--- config.mk ---
export PLATFORM = sky130hd
export DESIGN_NAME = p2s_spi_tx
export DESIGN_NICKNAME = d
export VERILOG_FILES = /design/src/rtl/p2s_spi_tx_pkg.sv /design/src/rtl/p2s_spi_tx_clk_en_gen.sv /design/src/rtl/p2s_spi_tx.sv
export SDC_FILE = /design/constraint.sdc
export NUM_CORES = 1
export LEC_CHECK = 0
export CAP_MARGIN = 20
export CORE_MARGIN = 3
export CORE_UTILIZATION = 48
export DETAILED_ROUTE_END_ITERATION = 10
export HOLD_SLACK_MARGIN = 0.08
export PLACE_DENSITY_LB_ADDON = 0.12
export SYNTH_ARGS = -nofsm -noshare
export SYNTH_HDL_FRONTEND = slang
export SYNTH_SLANG_ARGS = --single-unit
export TNS_END_PERCENT = 5
--- constraint.sdc ---
create_clock -name clk -period 1.8 [get_ports clk]
set_input_delay 0.36 -clock clk [delete_from_list [all_inputs] [get_ports clk]]
set_output_delay 0.36 -clock clk [all_outputs]
set_load 0.005 [all_outputs]
--- src/rtl/p2s_spi_tx_pkg.sv ---
// Shared helpers for the parallel-to-serial SPI transmitter and its tick generator.
package p2s_spi_tx_pkg;

    // Width of a counter that must hold the values 0..n-1, never narrower than one bit.
    function automatic int unsigned cnt_width(input int unsigned n);
        return (n <= 1) ? 1 : $clog2(n);
    endfunction

endpackage

--- src/rtl/p2s_spi_tx_clk_en_gen.sv ---
// Reloadable clock-enable generator: one-cycle tick every DIV enabled cycles.
module clk_en_gen
    import p2s_spi_tx_pkg::*;
#(
    parameter int unsigned DIV = 2
) (
    input  logic i_clk,
    input  logic i_rst_n,
    input  logic i_clr,
    input  logic i_en,
    output logic o_tick
);

    localparam int unsigned   CW     = cnt_width(DIV);
    localparam logic [CW-1:0] RELOAD = CW'(DIV - 1);

    if (DIV < 1) begin : g_bad_div
        $error("clk_en_gen: DIV must be >= 1");
    end

    logic [CW-1:0] r_cnt;

    assign o_tick = i_en && !i_clr && (r_cnt == '0);

    // Down-counter; clear preloads a full period, reaching zero reloads it.
    always_ff @(posedge i_clk or negedge i_rst_n) begin
        if (!i_rst_n) begin
            r_cnt <= '0;
        end else if (i_clr) begin
            r_cnt <= RELOAD;
        end else if (i_en) begin
            if (r_cnt == '0) begin
                r_cnt <= RELOAD;
            end else begin
                r_cnt <= r_cnt - 1'b1;
            end
        end
    end

endmodule

--- src/rtl/p2s_spi_tx.sv ---
// Parallel-to-serial SPI mode-0 transmitter with a one-word holding register.
module p2s_spi_tx
    import p2s_spi_tx_pkg::*;
#(
    parameter int WIDTH     = 8,
    parameter int CLK_DIV   = 2,
    parameter int LSB_FIRST = 0,
    parameter int CONT      = 1
) (
    input  logic             clk,
    input  logic             reset_n,
    input  logic [WIDTH-1:0] d_in,
    input  logic             d_valid,
    output logic             d_ready,
    output logic             sclk,
    output logic             d_out,
    output logic             cs_n,
    output logic             busy
);

    localparam int unsigned   BW       = cnt_width(WIDTH + 1);
    localparam logic [BW-1:0] BIT_LAST = BW'(WIDTH);

    if (WIDTH < 2 || WIDTH > 32) begin : g_bad_width
        $error("p2s_spi_tx: WIDTH must be in 2..32");
    end
    if (CLK_DIV < 1) begin : g_bad_div
        $error("p2s_spi_tx: CLK_DIV must be >= 1");
    end

    typedef enum logic [2:0] {
        IDLE,
        SETUP,
        SHIFT,
        HOLD,
        GUARD
    } state_t;

    state_t r_state;
    state_t w_next;

    logic [WIDTH-1:0] r_hold;
    logic             r_hold_full;
    logic [WIDTH-1:0] r_shreg;
    logic [BW-1:0]    r_bitcnt;
    logic             r_sclk;
    logic             r_dout;
    logic             r_cs_n;

    logic             w_tick;
    logic             w_div_clr;
    logic             w_div_en;
    logic             w_load;
    logic             w_rise;
    logic             w_fall;
    logic             w_shift;
    logic             w_release;
    logic             w_hold_first;
    logic [WIDTH-1:0] w_shifted;
    logic             w_shift_first;

    assign w_hold_first  = (LSB_FIRST != 0) ? r_hold[0] : r_hold[WIDTH-1];
    assign w_shifted     = (LSB_FIRST != 0) ? (r_shreg >> 1) : (r_shreg << 1);
    assign w_shift_first = (LSB_FIRST != 0) ? w_shifted[0] : w_shifted[WIDTH-1];

    assign w_div_clr = (r_state == IDLE);
    assign w_div_en  = (r_state != IDLE);

    clk_en_gen #(
        .DIV (CLK_DIV)
    ) u_div (
        .i_clk   (clk),
        .i_rst_n (reset_n),
        .i_clr   (w_div_clr),
        .i_en    (w_div_en),
        .o_tick  (w_tick)
    );

    // State register.
    always_ff @(posedge clk or negedge reset_n) begin
        if (!reset_n) begin
            r_state <= IDLE;
        end else begin
            r_state <= w_next;
        end
    end

    // Next-state logic and one-cycle datapath strobes.
    // GUARD expiry with a word already held starts the next frame directly,
    // so the cs_n high gap between frames is exactly CLK_DIV cycles.
    always_comb begin
        w_next    = r_state;
        w_load    = 1'b0;
        w_rise    = 1'b0;
        w_fall    = 1'b0;
        w_shift   = 1'b0;
        w_release = 1'b0;
        case (r_state)
            IDLE: begin
                if (r_hold_full) begin
                    w_load = 1'b1;
                    w_next = SETUP;
                end
            end
            SETUP: begin
                if (w_tick) begin
                    w_next = SHIFT;
                end
            end
            SHIFT: begin
                if (w_tick) begin
                    if (!r_sclk) begin
                        w_rise = 1'b1;
                    end else begin
                        w_fall = 1'b1;
                        if (r_bitcnt != BIT_LAST) begin
                            w_shift = 1'b1;
                        end else if ((CONT != 0) && r_hold_full) begin
                            w_load = 1'b1;
                        end else begin
                            w_next = HOLD;
                        end
                    end
                end
            end
            HOLD: begin
                if (w_tick) begin
                    w_release = 1'b1;
                    w_next    = GUARD;
                end
            end
            GUARD: begin
                if (w_tick) begin
                    if (r_hold_full) begin
                        w_load = 1'b1;
                        w_next = SETUP;
                    end else begin
                        w_next = IDLE;
                    end
                end
            end
            default: begin
                w_next = IDLE;
            end
        endcase
    end

    // Holding register: accept when empty, release when copied into the shifter.
    always_ff @(posedge clk or negedge reset_n) begin
        if (!reset_n) begin
            r_hold      <= '0;
            r_hold_full <= 1'b0;
        end else if (d_valid && !r_hold_full) begin
            r_hold      <= d_in;
            r_hold_full <= 1'b1;
        end else if (w_load) begin
            r_hold_full <= 1'b0;
        end
    end

    // Shift register and MOSI; data moves only on falling sclk or a (re)load.
    always_ff @(posedge clk or negedge reset_n) begin
        if (!reset_n) begin
            r_shreg <= '0;
            r_dout  <= 1'b0;
        end else if (w_load) begin
            r_shreg <= r_hold;
            r_dout  <= w_hold_first;
        end else if (w_shift) begin
            r_shreg <= w_shifted;
            r_dout  <= w_shift_first;
        end else if (w_release) begin
            r_dout  <= 1'b0;
        end
    end

    // Bit counter: number of rising sclk edges issued for the current word.
    always_ff @(posedge clk or negedge reset_n) begin
        if (!reset_n) begin
            r_bitcnt <= '0;
        end else if (w_load) begin
            r_bitcnt <= '0;
        end else if (w_rise) begin
            r_bitcnt <= r_bitcnt + 1'b1;
        end
    end

    // Serial clock, idle low.
    always_ff @(posedge clk or negedge reset_n) begin
        if (!reset_n) begin
            r_sclk <= 1'b0;
        end else if (w_rise) begin
            r_sclk <= 1'b1;
        end else if (w_fall) begin
            r_sclk <= 1'b0;
        end
    end

    // Frame select: low from frame start until HOLD expires.
    always_ff @(posedge clk or negedge reset_n) begin
        if (!reset_n) begin
            r_cs_n <= 1'b1;
        end else if (w_load) begin
            r_cs_n <= 1'b0;
        end else if (w_release) begin
            r_cs_n <= 1'b1;
        end
    end

    assign d_ready = !r_hold_full;
    assign sclk    = r_sclk;
    assign d_out   = r_dout;
    assign cs_n    = r_cs_n;
    assign busy    = !r_cs_n || r_hold_full;

endmodule

==> metrics.txt, run 1 <==
Die W 57.4 um; syn avg cell area 12.2 sq um; Area Growth Syn to Fin 25.2%; nets 148; final setup fails 4; CP endpoint kind register; Synth Cell Area between 1000 and 1500 sq um; CORE AREA 2360 sq um; Synth cell types 36; Crit path largest cell delay 570 ps; grt total ovfl 0; Tcrit/Tclk final 1.04; Mapped Cells 104; maximum capacitance violations 0; H-tree levels 1; worst path arrival time 2100 ps; Leakage Power 0.709 nW; aggregate global-route resource usage 0.149; Total Die Area around 3300 sq um; I/O Pins 16; Antenna Cells 0; crit path kind register to register; Root Buffer clkbuf_4; layout cells sized above 1 0.306; drt total wl roughly 2400 um; vias in the first global route between 800 and 900; DRT Pass-1 Iters 4; fin. max-slew vios 0; DP HPWL roughly 1600 um; detailed-route via count 886; Tightest Pin Transition 568 ps; TritonCTS clock tree built; failing checks setup timing; multi-input logic area approximately 550 sq um; Cell Rows 17; sequential share of the synthesized area 0.534; initial antenna violation count 0; Final WS setup -70.6 ps; maximum clock rate 0.535 GHz; FF+latch count, synth 27; non-filler cells in the finished layout 162; Startpoint Class register; number of synthesis warnings 0; first-pass GRT wire length between 3000 and 4000 um; DRC viols 0; Max FO, Critical Path 4; via density per instance 5.47; status finished, violations left; Worst path slowest cell or4b_4; WL per Instance between 10 and 15 um; Placed Cells incl. Taps 153; Num CTS Buffers 3; Reg area just under 700 sq um; worst-skew pair later-pin latency 320 ps; drt initial violations 11; largest net degree at the start of global routing 28; crit path cell chain or4b_4 -> a311oi_4 -> buf_4 -> mux2i_1 -> o21ai_2; syn nets 117; clk sinks 27; clock skew 10.8 ps; unrepaired setup endpoints after global routing true; Final Wtd Congestion just over 0.7; Critical Path RT between 2000 and 2500 ps; setup TNS -128 ps; die height 57.4 um; Tmin final 1870 ps; post-route ant nets 0; worst min-delay path category primary input to asynchronous set/reset pin; Relative slew margins 0.620; Port-buffer cells 15; Max Root-Sink Buffers 2; Clock transition at path regs 140 ps; total power draw about 0.0027 W; number of fillers in the final layout 170; Initial Util 0.537; final hold vios 0; Peak VDD IR 1180 uV; Pwr Density 1690 nW/um^2
[power breakdown]
| part | leakage, nW | total (W) | internal, W | switching (W) |
|---|---|---|---|---|
| logic | 0.365 | 0.00134 | 0.000761 | 0.000578 |
| clock network | 0.0150 | 0.000260 | 0.0000868 | 0.000173 |
| registers | 0.329 | 0.00108 | 0.000888 | 0.000195 |
| total | 0.709 | 0.00268 | 0.00174 | 0.000946 |
[stage by stage]
step | util | cell area, sq um | hold slack [ps] | setup WS (ps)
after detailed placement | 0.639 | 1510 | 475 | 2.24
after CTS | 0.662 | 1560 | 388 | -46.7
after floorplan | - | 1280 | 64.4 | -89.3
after global placement | 0.639 | 1510 | 459 | 32.0
after global routing | 0.672 | 1590 | 390 | -116
final | 0.672 | 1590 | 376 | -70.6
[critical path, delay by kind of cell (launching register included)]
kind,cells,cell delay [ps]
AOI/OAI and AO/OA,2,350
buffers and inverters,1,190
DFF,1,440
muxes,1,240
and+or+nand+nor,1,570
[routing by layer]
layer	vias to the layer above	routed length, um	GRT usage	part of all wire
met5	-	0	0	0
met4	0	26	0.0298	0.011
met3	4	86	0.0452	0.036
met2	13	1280	0.263	0.54
met1	436	991	0.179	0.42
li1	433	-	-	-
[timing repair]
action,in CTS,in global routing
resized for setup,5,2
hold buffers,0,0
setup buffers,3,2
endpoints found under the setup margin,8,9
pin swaps,6,5
[cells by family after synthesis]
logic type / count (synthesis) / synth area share
mux: 9 / 0.0790
flops: 27 / 0.534
fa+ha+maj: 2 / 0.0197
buf+inv: 12 / 0.0513
simple gates: 25 / 0.119
xor+xnor: 5 / 0.0345
compound gates: 24 / 0.162
[cell usage in the layout (no fill, tap or decap), types with 3 or more instances in the layout]
| cell type | count |
|---|---|
| dfrtp_1 | 25 |
| buf_4 | 16 |
| clkdlybuf4s50_1 | 13 |
| nor2_1 | 8 |
| mux2_2 | 8 |
| a22o_1 | 6 |
| inv_1 | 5 |
| xnor2_1 | 5 |
| a21o_1 | 5 |
| nand2_1 | 3 |
| clkbuf_4 | 3 |
[sequential cells by signal, summed over array words and instances (netlist names)]
register,count
r_hold_full,1
r_bitcnt,4
cs_n,1
d_out,1
r_shreg,7
r_state,3
r_hold,8
u_div.r_cnt,1
sclk,1
[synthesized netlist by cell type]
library cell,instances,area [sq um]
and2b_1,1,7.51
a21o_1,5,37.5
nor2_1,8,30.0
a31o_2,1,8.76
mux2_2,8,90.1
a22o_1,6,52.6
clkbuf_1,2,7.51
a21oi_1,2,10.0
o41ai_1,1,8.76
ha_1,2,25.0
nand2b_1,1,6.26
a311oi_4,1,26.3
inv_1,6,22.5
o21ai_0,2,10.0
or4b_4,1,13.8
nor3_1,1,5.00
o21bai_1,2,15.0
buf_6,2,22.5
nor2b_1,1,6.26
dfstp_2,1,26.3
xnor2_1,5,43.8
o31ai_1,1,7.51
nor2_2,1,6.26
buf_2,1,5.00
nand3_1,1,5.00
o21ai_2,1,8.76
nor3b_1,2,15.0
buf_4,1,7.51
o211ai_2,1,12.5
or4b_2,3,30.0
nand4b_1,1,8.76
a22oi_1,1,7.51
nand2_1,3,11.3
mux2i_1,1,10.0
nor4_1,1,6.26
dfrtp_1,26,651
[layout make-up]
class,instances,share of cell area
clock buffer,4,0.0166
inverter,6,0.0142
tap,28,0.0221
multi-input combinational,65,0.344
sequential,27,0.427
timing repair buffer,32,0.176
[worst paths after layout]
check,start,to,slack (ps),cells after the start
worst max-delay path,u_div.r_cnt,r_shreg[4],-70,5
worst min-delay path,reset_n,r_bitcnt[1],380,2
worst max register to register,u_div.r_cnt,r_shreg[4],-70,5
worst min register to register,r_shreg[1],r_shreg[1],510,1
max in group asynchronous,reset_n,cs_n,1110,2
min in group clk,r_shreg[1],r_shreg[1],510,1
Power figures use the tool's default switching activity.
==> run 2, diff against run 1 <==
Settings changed: SKIP_CTS_REPAIR_TIMING set to 1.
==> run 2 against run 1 <==
  * Cell count down 2.5%
  * Via count down 3.8%
  * Worst hold slack better by 0.74 ps
  * Sequential power about the same
  * First-iteration DRC count down 27%
  * Critical endpoint is now r_shreg[5]
  * The flow still finishes with violations (setup timing)
  * Combinational power down 5%
  * Die area unchanged
  * Register-to-register slack better by 40 ps
  * Maximum frequency up 2.4%
  * Sequential cell count unchanged
  * Global-route usage down 0.56 points
==> metrics.txt, run 2 (synthesized netlist as in run 1, its figures left out) <==
status finished, violations left; failing checks setup timing; largest net degree at the start of global routing 28 (unchanged); nets 144 (-2.7%); Max Root-Sink Buffers 2 (unchanged); DP HPWL 1590 um (unchanged); Max FO, Critical Path 6 (+2); clock skew 12.1 ps (+1.27 ps); first-pass GRT wire length 3740 um (-4.1%); critical path depth in cells 5 (unchanged); drt total wl 2230 um (-6.3%); Comb power frac 0.485 (-0.014); Die W 57.4 um (unchanged); worst r2r dst r_shreg[5]; Port-buffer cells 15 (unchanged); Peak VDD IR 1130 uV (-4.5%); Int Power 0.00170 W (-2.1%); drt initial violations 8 (-3); clk sinks 27 (unchanged); Tcrit/Tclk final 1.01 (-0.0245); CP endpoint kind register; Final Wtd Congestion 0.725 (unchanged); layout cells sized above 1 0.277 (-0.0290); CORE AREA 2360 sq um (unchanged); P_sw 0.000914 W (-3.4%); worst min-delay path category primary input to asynchronous set/reset pin; worst path arrival time 2090 ps (about the same); crit path kind register to register; Crit path largest cell delay 570 ps (about the same); initial antenna violation count 0 (unchanged); met3 GRT Util 0.0520 (+0.00679); Crit path max-delay family compound AO/OA/AOI/OAI gates; DRT Pass-1 Iters 4 (unchanged); switching share of power 0.350 (-0.00306); via density per instance 5.39 (-1.4%); Final WS setup -26.5 ps (+44.1 ps); largest register by flop count r_hold; maximum capacitance violations 0 (unchanged); Clock transition at path regs 140 ps (about the same); number of fillers in the final layout 179 (+5.3%); Startpoint Class register; Area Growth Syn to Fin 23.1%; Root Buffer clkbuf_4; worst-skew pair later-pin latency 330 ps (about the same); aggregate global-route resource usage 0.144 (-0.00556); Cell Rows 17 (unchanged); Antenna Cells 0 (unchanged); I/O Pins 16 (unchanged); DP Worst Slack 2.24 ps (unchanged); R2R Setup Slk -30 ps (+40 ps); total power draw 0.00261 W (-2.5%); multi-input logic area 538 sq um (-1.4%); detailed-route via count 852 (-3.8%); fin. max-slew vios 0 (unchanged); Total Die Area 3290 sq um (unchanged); placed inst area 1510 sq um (unchanged); grt total ovfl 0 (unchanged); Relative slew margins 0.712 (+0.0913); most frequent cells in the layout dfrtp_1 (25), clkdlybuf4s50_1 (13), buf_4 (11); max reg flops 8 (unchanged); most common cell after layout, fill and taps aside dfrtp_1; Leakage Power 0.695 nW (-2.0%); GRT busiest layer met2; vias in the first global route 833 (-4.0%); TritonCTS clock tree built; post-route ant nets 0 (unchanged); maximum clock rate 0.548 GHz (+2.4%); die height 57.4 um (unchanged); crit path cell chain or4b_4 -> a311oi_4 -> buf_6 -> a22o_1 -> a21o_1; FF-to-FF Start u_div.r_cnt; unrepaired setup endpoints after global routing true; WHS 377 ps (+0.744 ps); Tmin final 1830 ps (-44.1 ps); Reg area 678 sq um (unchanged); DRC viols 0 (unchanged); final hold vios 0 (unchanged); Num CTS Buffers 3 (unchanged); H-tree levels 1 (unchanged); WL per Instance 14.1 um (-3.9%); worst r2r path cells 5 (unchanged); Critical Path RT 2060 ps (+30 ps); Worst path slowest cell or4b_4; Seq pwr share 0.416 (+0.012); Initial Util 0.537 (unchanged); final instance area 1560 sq um (-1.7%); Worst Path Buf+Inv 1 (unchanged); final setup fails 2 (-2); biggest regs r_hold x8, r_shreg x7, r_bitcnt x4; Pwr Density 1680 nW/um^2 (-0.90%); clock group share of total power 0.099 (+0.002); M1 GR Usage 0.175 (-0.00401); Tightest Pin Transition 432 ps (-137 ps); met2 GRT Util 0.244 (-0.0194)
## run 2: worst max-delay path by stage
stage,startpoint,to,slack (ps)
2_1_floorplan,r_state[0],r_shreg[4],-90
3_3_place_gp,u_div.r_cnt,r_shreg[5],30
3_5_place_dp,u_div.r_cnt,r_shreg[5],2
4_1_cts,r_hold_full,d_ready,-90
5_1_grt,u_div.r_cnt,r_shreg[5],-110
6_report,u_div.r_cnt,r_shreg[5],-30
## run 2: cell type report
cell class | instances | area share
multi-input cells | 65 | 0.345
well taps | 28 | 0.0225
repair buffers | 28 | 0.167
flip-flops and latches | 27 | 0.435
inverters | 6 | 0.0144
clock buffers | 4 | 0.0168
## run 2: power by group through the flow
stage | Sequential, W | Clock [W] | Combinational [W]
floorplan | 0.00103 | 0 | 0.000880
global placement | 0.00108 | 0 | 0.00118
detailed placement | 0.00109 | 0 | 0.00122
CTS | 0.00108 | 0.000271 | 0.00123
global route | 0.00112 | 0.000296 | 0.00140
finish | 0.00109 | 0.000259 | 0.00127
## run 2: layer usage
metal	routed length, um	share of wire
met3	87	0.039
met2	1140	0.51
met5	0	0
met4	25	0.011
met1	980	0.44
## run 2: worst register-to-register path: stages (launching register included)
cell      delay, ps
dfrtp_1         440
or4b_4          570
a311oi_4        350
buf_6           180
a22o_1          140
a21o_1          100
## run 2: stage by stage
step,utilization,cells,TNS (ps)
floorplan,-,104,-550
global placement,0.639,153,0
detailed placement,0.639,153,0
CTS,0.650,157,-360
global route,0.661,158,-577
finish,0.661,158,-46.1
